File: config.mk
export PLATFORM = sky130hd
export DESIGN_NAME = add_arbiter_flat
export DESIGN_NICKNAME = d
export VERILOG_FILES = /design/src/rtl/add_arbiter_if.sv /design/src/rtl/add_arbiter.sv /design/src/flat_wrapper.sv
export SDC_FILE = /design/constraint.sdc
export NUM_CORES = 1
export LEC_CHECK = 0
export CAP_MARGIN = 20
export CORE_AREA = 2 2 165 167
export DETAILED_ROUTE_END_ITERATION = 8
export DIE_AREA = 0 0 167 169
export PLACE_DENSITY_LB_ADDON = 0.1
export SYNTH_ARGS = -nofsm -noshare
export SYNTH_HDL_FRONTEND = slang
export SYNTH_SLANG_ARGS = --single-unit
File: constraint.sdc
create_clock -name clk -period 4.83 [get_ports clk]
set_input_delay 0.483 -clock clk [delete_from_list [all_inputs] [get_ports clk]]
set_output_delay 0.483 -clock clk [all_outputs]
set_load 0.05 [all_outputs]
File: src/rtl/add_arbiter_if.sv
// Request/grant/result bundle between the two ALU ports and the shared adder scheduler.
interface add_arbiter_if #(parameter int W = 32);
  logic           req0;
  logic [2*W-1:0] a0;
  logic [2*W-1:0] b0;
  logic           sgn0;
  logic           wide0;
  logic           req1;
  logic [2*W-1:0] a1;
  logic [2*W-1:0] b1;
  logic           sgn1;
  logic           wide1;
  logic           gnt0;
  logic           gnt1;
  logic           busy;
  logic           done;
  logic           done_id;
  logic [2*W-1:0] result;
  logic           z;
  logic           n;
  logic           c;
  logic           v;

  // Requester side: drives operands and requests, observes grants and results.
  modport master (
    output req0, a0, b0, sgn0, wide0,
    output req1, a1, b1, sgn1, wide1,
    input  gnt0, gnt1, busy, done, done_id, result, z, n, c, v
  );

  // Scheduler side.
  modport slave (
    input  req0, a0, b0, sgn0, wide0,
    input  req1, a1, b1, sgn1, wide1,
    output gnt0, gnt1, busy, done, done_id, result, z, n, c, v
  );
endinterface

File: src/rtl/add_arbiter.sv
// Round-robin scheduler sharing one W-bit adder between two requesters.
// Wide (2W) adds run as two chained passes: low half, then high half with carry.
//
// state | meaning
// IDLE  | waiting for a request; captures operands of the selected port
// LO    | grant pulse; low-half add (whole op when narrow)
// HI    | high-half add with carry from LO (wide ops only)
// DONE  | result-valid pulse
module add_arbiter #(
  parameter int W = 32
) (
  input  logic          clk,
  input  logic          rst_n,
  add_arbiter_if.slave  bus
);

  typedef enum logic [1:0] {S_IDLE, S_LO, S_HI, S_DONE} state_t;

  state_t         state_q, state_d;
  logic           last_q, last_d;
  logic           id_q, sgn_q, wide_q;
  logic [2*W-1:0] a_q, b_q;
  logic [W-1:0]   sum_lo_q;
  logic           carry_lo_q;
  logic [2*W-1:0] result_q, result_d;
  logic           z_q, n_q, c_q, v_q, done_id_q;
  logic           z_d, n_d, c_d, v_d;

  logic           any_req, sel_id, capture, flag_load;
  logic [W-1:0]   add_a, add_b, add_sum;
  logic           add_cin, add_co;
  logic [W:0]     add_full;

  // Port selection: a tie goes to the port not served last.
  always_comb begin
    any_req = bus.req0 | bus.req1;
    sel_id  = (bus.req0 & bus.req1) ? ~last_q : bus.req1;
    capture = (state_q == S_IDLE) & any_req;
  end

  // State register; last_q resets to 1 so port 0 wins the first tie.
  always_ff @(posedge clk or negedge rst_n) begin
    if (!rst_n) begin
      state_q <= S_IDLE;
      last_q  <= 1'b1;
    end else begin
      state_q <= state_d;
      last_q  <= last_d;
    end
  end

  // Next-state logic; requests are only looked at in IDLE.
  always_comb begin
    state_d = state_q;
    last_d  = last_q;
    case (state_q)
      S_IDLE: if (any_req) begin
        state_d = S_LO;
        last_d  = sel_id;
      end
      S_LO:   state_d = wide_q ? S_HI : S_DONE;
      S_HI:   state_d = S_DONE;
      S_DONE: state_d = S_IDLE;
      default: state_d = S_IDLE;
    endcase
  end

  // Shared adder: low halves with no carry in LO, high halves plus stored carry in HI.
  always_comb begin
    add_a    = (state_q == S_HI) ? a_q[2*W-1:W] : a_q[W-1:0];
    add_b    = (state_q == S_HI) ? b_q[2*W-1:W] : b_q[W-1:0];
    add_cin  = (state_q == S_HI) & carry_lo_q;
    add_full = {1'b0, add_a} + {1'b0, add_b} + {{W{1'b0}}, add_cin};
    add_sum  = add_full[W-1:0];
    add_co   = add_full[W];
  end

  // Flags of the completing pass; the top bit of add_a/add_b/add_sum is bit M of the op.
  always_comb begin
    flag_load = ((state_q == S_LO) & ~wide_q) | (state_q == S_HI);
    if (state_q == S_HI) begin
      result_d = {add_sum, sum_lo_q};
      z_d      = (add_sum == '0) & (sum_lo_q == '0);
    end else begin
      result_d = {{W{1'b0}}, add_sum};
      z_d      = (add_sum == '0);
    end
    c_d = add_co;
    n_d = sgn_q & add_sum[W-1];
    v_d = sgn_q & (add_a[W-1] == add_b[W-1]) & (add_sum[W-1] != add_a[W-1]);
  end

  // Operand capture on the IDLE->LO edge.
  always_ff @(posedge clk or negedge rst_n) begin
    if (!rst_n) begin
      a_q    <= '0;
      b_q    <= '0;
      sgn_q  <= 1'b0;
      wide_q <= 1'b0;
      id_q   <= 1'b0;
    end else if (capture) begin
      a_q    <= sel_id ? bus.a1    : bus.a0;
      b_q    <= sel_id ? bus.b1    : bus.b0;
      sgn_q  <= sel_id ? bus.sgn1  : bus.sgn0;
      wide_q <= sel_id ? bus.wide1 : bus.wide0;
      id_q   <= sel_id;
    end
  end

  // Low-half sum/carry for the HI pass, and the held result/flags of the last op.
  always_ff @(posedge clk or negedge rst_n) begin
    if (!rst_n) begin
      sum_lo_q   <= '0;
      carry_lo_q <= 1'b0;
      result_q   <= '0;
      z_q        <= 1'b0;
      n_q        <= 1'b0;
      c_q        <= 1'b0;
      v_q        <= 1'b0;
      done_id_q  <= 1'b0;
    end else begin
      if (state_q == S_LO) begin
        sum_lo_q   <= add_sum;
        carry_lo_q <= add_co;
      end
      if (flag_load) begin
        result_q  <= result_d;
        z_q       <= z_d;
        n_q       <= n_d;
        c_q       <= c_d;
        v_q       <= v_d;
        done_id_q <= id_q;
      end
    end
  end

  // Outputs decoded from state; result side comes straight from registers.
  always_comb begin
    bus.gnt0    = (state_q == S_LO) & ~id_q;
    bus.gnt1    = (state_q == S_LO) &  id_q;
    bus.busy    = (state_q != S_IDLE);
    bus.done    = (state_q == S_DONE);
    bus.done_id = done_id_q;
    bus.result  = result_q;
    bus.z       = z_q;
    bus.n       = n_q;
    bus.c       = c_q;
    bus.v       = v_q;
  end

endmodule
File: src/flat_wrapper.sv
// flat-port wrapper written by rule: the top's interface ports become plain ports
module add_arbiter_flat 
#(
  parameter int W = 32
)
  (clk, rst_n, bus_req0, bus_a0, bus_b0, bus_sgn0, bus_wide0, bus_req1, bus_a1, bus_b1, bus_sgn1, bus_wide1, bus_gnt0, bus_gnt1, bus_busy, bus_done, bus_done_id, bus_result, bus_z, bus_n, bus_c, bus_v);
  add_arbiter_if #(.W(W)) bus_i ();
  input  logic clk;
  input  logic rst_n;
  input wire logic [$bits(bus_i.req0)-1:0] bus_req0;
  input wire logic [$bits(bus_i.a0)-1:0] bus_a0;
  input wire logic [$bits(bus_i.b0)-1:0] bus_b0;
  input wire logic [$bits(bus_i.sgn0)-1:0] bus_sgn0;
  input wire logic [$bits(bus_i.wide0)-1:0] bus_wide0;
  input wire logic [$bits(bus_i.req1)-1:0] bus_req1;
  input wire logic [$bits(bus_i.a1)-1:0] bus_a1;
  input wire logic [$bits(bus_i.b1)-1:0] bus_b1;
  input wire logic [$bits(bus_i.sgn1)-1:0] bus_sgn1;
  input wire logic [$bits(bus_i.wide1)-1:0] bus_wide1;
  output wire logic [$bits(bus_i.gnt0)-1:0] bus_gnt0;
  output wire logic [$bits(bus_i.gnt1)-1:0] bus_gnt1;
  output wire logic [$bits(bus_i.busy)-1:0] bus_busy;
  output wire logic [$bits(bus_i.done)-1:0] bus_done;
  output wire logic [$bits(bus_i.done_id)-1:0] bus_done_id;
  output wire logic [$bits(bus_i.result)-1:0] bus_result;
  output wire logic [$bits(bus_i.z)-1:0] bus_z;
  output wire logic [$bits(bus_i.n)-1:0] bus_n;
  output wire logic [$bits(bus_i.c)-1:0] bus_c;
  output wire logic [$bits(bus_i.v)-1:0] bus_v;
  assign bus_i.req0 = bus_req0;
  assign bus_i.a0 = bus_a0;
  assign bus_i.b0 = bus_b0;
  assign bus_i.sgn0 = bus_sgn0;
  assign bus_i.wide0 = bus_wide0;
  assign bus_i.req1 = bus_req1;
  assign bus_i.a1 = bus_a1;
  assign bus_i.b1 = bus_b1;
  assign bus_i.sgn1 = bus_sgn1;
  assign bus_i.wide1 = bus_wide1;
  assign bus_gnt0 = bus_i.gnt0;
  assign bus_gnt1 = bus_i.gnt1;
  assign bus_busy = bus_i.busy;
  assign bus_done = bus_i.done;
  assign bus_done_id = bus_i.done_id;
  assign bus_result = bus_i.result;
  assign bus_z = bus_i.z;
  assign bus_n = bus_i.n;
  assign bus_c = bus_i.c;
  assign bus_v = bus_i.v;
  add_arbiter #(.W(W)) u_core (.clk(clk), .rst_n(rst_n), .bus(bus_i));
endmodule
==> reports/qor.txt, run 1 <==
Max Freq -> 229 MHz
Worst-Margin Slew -> 1.03 ns
Clock Tree Root -> clkbuf_16
Synth Instances -> 1336
outcome -> completed
Area Overhead vs Synth -> 34.9%
DIE AREA -> 28200 um2
Seq pwr share -> 24.3%
layout cell share with drive strength beyond 1 -> 10.4%
CTS tree -> done
CP max FO -> 52
core footprint -> 26500 um2
starting DRC count in detailed routing -> 735
Worst setup EP type -> register
total number of vias -> 10.9k
relative slew slack -> 31.2%
post-cts resize count -> 0
total routed wirelength -> 36300 um
Clock Sinks -> 236
vias per cell -> 5.47
initial core utilization -> 49.4%
pwr/cell area -> 832 nW/um2
total global-route track usage -> 25.3%
Final Worst Setup Slack -> 0.464 ns
synthesized flop and latch total -> 236
net count after synthesis -> 1637
EDFF count, synth -> 0
Residual DRC -> 0
Sw Ratio -> 47.6%
largest net degree at the start of global routing -> 262
reg-to-reg setup timing slack -> 0.46 ns
CP Data Required Time -> 5.28 ns
Post-CTS Hold Buffers -> 0
Pint -> 7690 uW
DRT antenna net count -> 0
Synth Cell Area -> 13100 um2
Longest Clk Path Bufs -> 3
part of the power in combinational logic -> 62.5%
port bufs -> 336
post-place setup slack -> 0.481 ns
ys async rst share -> 100%
Worst VDD drop -> 0.000576 V
Leak -> 0.00763 uW
Worst Path Arrival -> 4.81 ns
DR pass1 iterations -> 5
number of global-route vias before repair -> 10.6k
Setup TNS Final -> 0 ns
H-tree level count -> 1
syn avg cell area -> 9.79 um2
startpoint types -> register
die extent in y -> 169 um
initial antenna violation count -> 0
Max-Cap Viols -> 0
routed length per instance -> 18.2 um
post-synthesis sequential area ratio -> 45.2%
Worst R2R Start -> u_core.state_q[0]
IO Pins -> 337
CTS Buf Count -> 25
Layout Skew -> 0.0124 ns
clock share of power -> 13.3%
Distinct cells, synth -> 70
Clk Latency, worst-skew pair -> 0.52 ns
Primary FF master, synth -> dfrtp_1
FF-to-FF path depth -> 16
Hold Fails Final Rpt -> 0
# Post-CTS Setup Buffers -> 0
placer's final routability congestion estimate -> 0.875
worst min path class -> in -> async
Worst Hold Slack -> 0.0512 ns
die width -> 167 um
row cnt -> 60
Overflow after GRT -> 0
synth warn -> 0
min cycle time layout -> 4.37 ns
CP Class -> reg -> reg
DPL Wire Length -> 27400 um
fin. max-slew vios -> 0
period utilization -> 90.4%
Antenna diodes -> 0
first-pass GRT wire length -> 57100 um
layout net count -> 1933
Setup-failing EPs final -> 0
RSZ-0062 raised after global routing -> no
R2R Path End -> u_core.bus.z
Reg clk slew, reported paths -> 0.06 ns
switching power -> 6990 uW
[metrics by stage]
stage          area (um2)  power [uW]  util, %  instances
6_report            17600       14700     66.6       1991
5_1_grt             17600       15800     66.6       1991
4_1_cts             17600       14700     66.6       1991
3_5_place_dp        16800       12700     63.4       1946
3_3_place_gp        16800       12600     63.4       1946
2_1_floorplan       13100        9850        -       1336
[cells in the mapped netlist, drive strengths merged, types with 11 or more instances]
master | count | area (um2)
buf | 23 | 96.3
nor4 | 12 | 75.1
inv | 16 | 60.1
mux2 | 90 | 1010
nand2 | 218 | 818
xnor2 | 14 | 123
mux2i | 150 | 1500
nor2 | 48 | 183
a21oi | 58 | 294
ha | 35 | 438
dfrtp | 235 | 5880
clkbuf | 65 | 244
a22o | 15 | 131
o21ai | 204 | 1020
nand3 | 12 | 60.1
xor2 | 11 | 104
[sequential cells by signal (all words and copies together) (netlist names), 2 cells and up]
| register | cells |
|---|---|
| u_core.state_q | 2 |
| u_core.sum_lo_q | 32 |
| u_core.bus.result | 64 |
| u_core.a_q | 64 |
| u_core.b_q | 64 |
[critical path, stage by stage, from the launching register on]
cell and delay [ns]:
dfrtp_1 0.41, inv_1 0.13, ha_4 0.18, buf_12 0.29
mux2_2 0.38, ha_1 0.38, and4_1 0.23, a211oi_1 0.47
a21o_1 0.30, and3_1 0.18, a311oi_1 0.05, buf_4 0.17
nor4b_1 0.37, nand4bb_1 0.17, nor4_1 0.33, nand4b_1 0.13
nand2_1 0.09
[layout make-up]
type                    count  area (um2)
repair buffers            357        3590
clock inverters             7        91.3
well taps                 341         427
multi-input cells         995        6810
inverters                  17        63.8
clock buffers              38         754
fillers                  2217        8860
flip-flops and latches    236        5910
[power groups by stage]
stage	registers [uW]	clock network (uW)	logic, uW
floorplan	4200	0	5650
global placement	3570	0	8980
detailed placement	3580	0	9090
CTS	3560	1980	9140
global route	3680	2060	10000
finish	3560	1950	9170
[cells by family after synthesis]
| family | after synthesis | synth area share (%) |
|---|---|---|
| AOI/OAI and AO/OA | 349 | 15.6 |
| xor gates and xnor gates | 25 | 1.73 |
| adders and majority gates | 37 | 3.65 |
| buffers and inverters | 105 | 3.09 |
| DFF | 236 | 45.2 |
| muxes | 240 | 19.2 |
| and+or+nand+nor | 344 | 11.5 |
[routing by layer]
metal  vias to the layer above  wire length [um]  global-route usage (%)
li1                       5371                 -                       -
met1                      5146             17000                    37.0
met2                       340             16900                    40.9
met3                        32              1940                    3.51
met4                         0               459                    4.39
met5                         -                 0                       0
[cell usage in the layout, fill, tap and decap left out, drive strengths merged, types with 10 or more instances in the layout]
cell type      instances
a211oi                10
a21oi                 58
a22o                  15
buf                   22
clkbuf                38
clkdlybuf4s50        335
dfrtp                235
ha                    35
inv                   17
mux2                  90
mux2i                150
nand2                218
nand3                 12
nor2                  48
nor3                  10
nor4                  12
o21ai                204
xnor2                 14
xor2                  11
[how the worst max path moves through the flow]
stage | from | endpoint | slack, ns
2_1_floorplan | u_core.state_q[0] | u_core.bus.z | 0.48
3_3_place_gp | u_core.state_q[0] | u_core.bus.z | 0.55
3_5_place_dp | u_core.state_q[0] | u_core.bus.z | 0.48
4_1_cts | u_core.state_q[0] | u_core.bus.z | 0.43
5_1_grt | u_core.state_q[0] | u_core.bus.z | 0.07
6_report | u_core.state_q[0] | u_core.bus.z | 0.46
(Power assumes the default switching activity.)
==> run 2: changes to the inputs <==
--- a/config.mk
+++ b/config.mk
@@ -6,9 +6,9 @@
 export NUM_CORES = 1
 export LEC_CHECK = 0
 export CAP_MARGIN = 20
-export CORE_AREA = 2 2 165 167
+export CORE_AREA = 2 2 118 234
 export DETAILED_ROUTE_END_ITERATION = 8
-export DIE_AREA = 0 0 167 169
+export DIE_AREA = 0 0 120 236
 export PLACE_DENSITY_LB_ADDON = 0.1
 export SYNTH_ARGS = -nofsm -noshare
 export SYNTH_HDL_FRONTEND = slang
==> reports/qor.txt, run 2 (same netlist as run 1, synthesis figures left out) <==
outcome -> completed (unchanged)
period utilization -> 94.2% (was 90.4%)
RSZ-0062 raised after global routing -> no (unchanged)
Worst-Margin Slew -> 0.794 ns (was 1.03 ns)
Seq pwr share -> 23.7% (was 24.3%)
FF/Latch Area -> 5910 um2 (unchanged)
largest net degree at the start of global routing -> 210 (was 262)
starting DRC count in detailed routing -> 610 (was 735)
switching power -> 7240 uW (was 6990 uW)
CTS tree -> done (unchanged)
Max-Cap Viols -> 0 (unchanged)
fin. max-slew vios -> 0 (unchanged)
Layout Skew -> 0.0194 ns (was 0.0124 ns)
startpoint types -> register (unchanged)
Worst VDD drop -> 0.000384 V (was 0.000576 V)
clock share of power -> 12.8% (was 13.3%)
DR pass1 iterations -> 5 (unchanged)
Leak -> 0.00766 uW (was 0.00763 uW)
initial antenna violation count -> 0 (unchanged)
DPL Wire Length -> 28900 um (was 27400 um)
CP Class -> reg -> reg (unchanged)
Hold Fails Final Rpt -> 0 (unchanged)
Worst Path Arrival -> 5.02 ns (was 4.81 ns)
pwr/cell area -> 850 nW/um2 (was 832 nW/um2)
H-tree level count -> 1 (unchanged)
commonest cells after routing, fill and taps aside -> clkdlybuf4s50_1 (335), dfrtp_1 (235), nand2_1 (218), o21ai_0 (199), mux2i_1 (150) (unchanged)
CP Data Required Time -> 5.30 ns (was 5.28 ns)
IO Pins -> 337 (unchanged)
layout cell share with drive strength beyond 1 -> 10.9% (was 10.4%)
number of global-route vias before repair -> 11.5k (was 10.6k)
Residual DRC -> 0 (unchanged)
part of the power in combinational logic -> 63.5% (was 62.5%)
total routed wirelength -> 37300 um (was 36300 um)
worst min path class -> reg -> reg (was in -> async)
Setup-failing EPs final -> 0 (unchanged)
Sw Ratio -> 48.1% (was 47.6%)
relative slew slack -> 47.0% (was 31.2%)
Clock Sinks -> 236 (unchanged)
CTS Buf Count -> 23 (was 25)
Max Freq -> 220 MHz (was 229 MHz)
row cnt -> 85 (was 60)
fin area -> 17700 um2 (was 17600 um2)
routed length per instance -> 18.6 um (was 18.2 um)
total number of vias -> 11.0k (was 10.9k)
min cycle time layout -> 4.55 ns (was 4.37 ns)
Pint -> 7810 uW (was 7690 uW)
CP max FO -> 39 (was 52)
most common cell after layout, fill and taps aside -> clkdlybuf4s50_1 (unchanged)
layout net count -> 1941 (was 1933)
Overflow after GRT -> 0 (unchanged)
Clk Latency, worst-skew pair -> 0.53 ns (was 0.52 ns)
Area Overhead vs Synth -> 35.4% (was 34.9%)
total global-route track usage -> 26.7% (was 25.3%)
initial core utilization -> 49.0% (was 49.4%)
Antenna diodes -> 0 (unchanged)
port bufs -> 336 (unchanged)
core footprint -> 26700 um2 (was 26500 um2)
vias per cell -> 5.51 (was 5.47)
first-pass GRT wire length -> 60100 um (was 57100 um)
Worst setup EP type -> register (unchanged)
Longest Clk Path Bufs -> 3 (unchanged)
die width -> 120 um (was 167 um)
area occupied by multi-input gates -> 6820 um2 (was 6810 um2)
DRT antenna net count -> 0 (unchanged)
Filler cells -> 2171 (was 2217)
Reg clk slew, reported paths -> 0.06 ns (about the same)
Setup TNS Final -> 0 ns (unchanged)
placed inst area -> 16900 um2 (was 16800 um2)
Clock Tree Root -> clkbuf_16 (unchanged)
placer's final routability congestion estimate -> 0.878 (was 0.875)
DIE AREA -> 28300 um2 (was 28200 um2)
die extent in y -> 236 um (was 169 um)
## run 2: changes by cell type in the layout (fill, tap and decap cells not counted)
cell / before / now
bufinv_16: 2 / 4
clkbuf_8: 8 / 4
clkinv_4: 0 / 2
dlygate4sd3_1: 0 / 1
nor4_2: 0 / 1
clkinvlp_4: 1 / 2
clkbuf_16: 25 / 23
nor4_1: 12 / 11
clkbuf_1: 5 / 2
buf_4: 16 / 25
## run 2: final cells by class
type | count | area share [%]
multi-input cells | 995 | 38.5
flip-flops and latches | 236 | 33.4
repair buffers | 367 | 20.7
clock buffers | 29 | 3.60
well taps | 348 | 2.46
clock inverters | 12 | 0.997
inverters | 17 | 0.360
## run 2: worst max-delay path, stage by stage (launching register included)
cell and delay, ns:
dfrtp_1 0.42, inv_1 0.14, ha_4 0.19, buf_4 0.45, mux2_2 0.44, ha_1 0.31, a21o_1 0.21, a211oi_1 0.50
a21o_1 0.28, a31oi_1 0.11, xor2_1 0.18, nor4b_1 0.45, nand4bb_1 0.26, nor4_1 0.34, nand4b_1 0.13, nand2_1 0.08
## run 2: timing repair
| action | in CTS | in global routing |
|---|---|---|
| endpoints found under the setup margin | 0 | 1 |
| resized for setup | 0 | 1 |
| endpoints found under the hold margin | 69 | 0 |
| hold buffers | 1 | 0 |
| setup buffers | 0 | 0 |
## run 2: final timing paths
| kind | to | from | cells after the start | slack [ns] |
|---|---|---|---|---|
| min reg2reg | u_core.bus.done_id | u_core.bus.done_id | 2 | 0.47 |
| min in group asynchronous | u_core.b_q[41] | rst_n | 2 | 0.51 |
| max reg2reg | u_core.bus.z | u_core.state_q[0] | 15 | 0.28 |
| max | u_core.bus.z | u_core.state_q[0] | 15 | 0.28 |
| min | u_core.bus.done_id | u_core.bus.done_id | 2 | 0.47 |
| max in group asynchronous | u_core.b_q[57] | rst_n | 3 | 3.27 |
## run 2: per-layer routing
metal	track usage (%)	routed length, um
met4	9.77	1330
met2	47.6	19300
met5	0	0
met3	3.87	2080
met1	32.3	14600
## run 2: metrics by stage
| step | utilization [%] | power [uW] | std cells | setup WS [ns] | hold slack [ns] |
|---|---|---|---|---|---|
| 2_1_floorplan | - | 9850 | 1336 | 0.480 | 0.187 |
| 3_3_place_gp | 63.1 | 12900 | 1961 | 0.377 | 0.454 |
| 3_5_place_dp | 63.1 | 13100 | 1961 | 0.260 | 0.464 |
| 4_1_cts | 66.2 | 15100 | 2003 | 0.249 | 0.479 |
| 5_1_grt | 66.3 | 16100 | 2004 | 0.0663 | 0.493 |
| 6_report | 66.3 | 15000 | 2004 | 0.279 | 0.472 |
## run 2: power groups by stage
| stage | registers, uW | logic, uW | clock network [uW] |
|---|---|---|---|
| 6_report | 3570 | 9550 | 1930 |
| 5_1_grt | 3680 | 10400 | 2040 |
| 4_1_cts | 3570 | 9520 | 1970 |
| 3_5_place_dp | 3600 | 9470 | 0 |
| 3_3_place_gp | 3570 | 9340 | 0 |
| 2_1_floorplan | 4200 | 5650 | 0 |
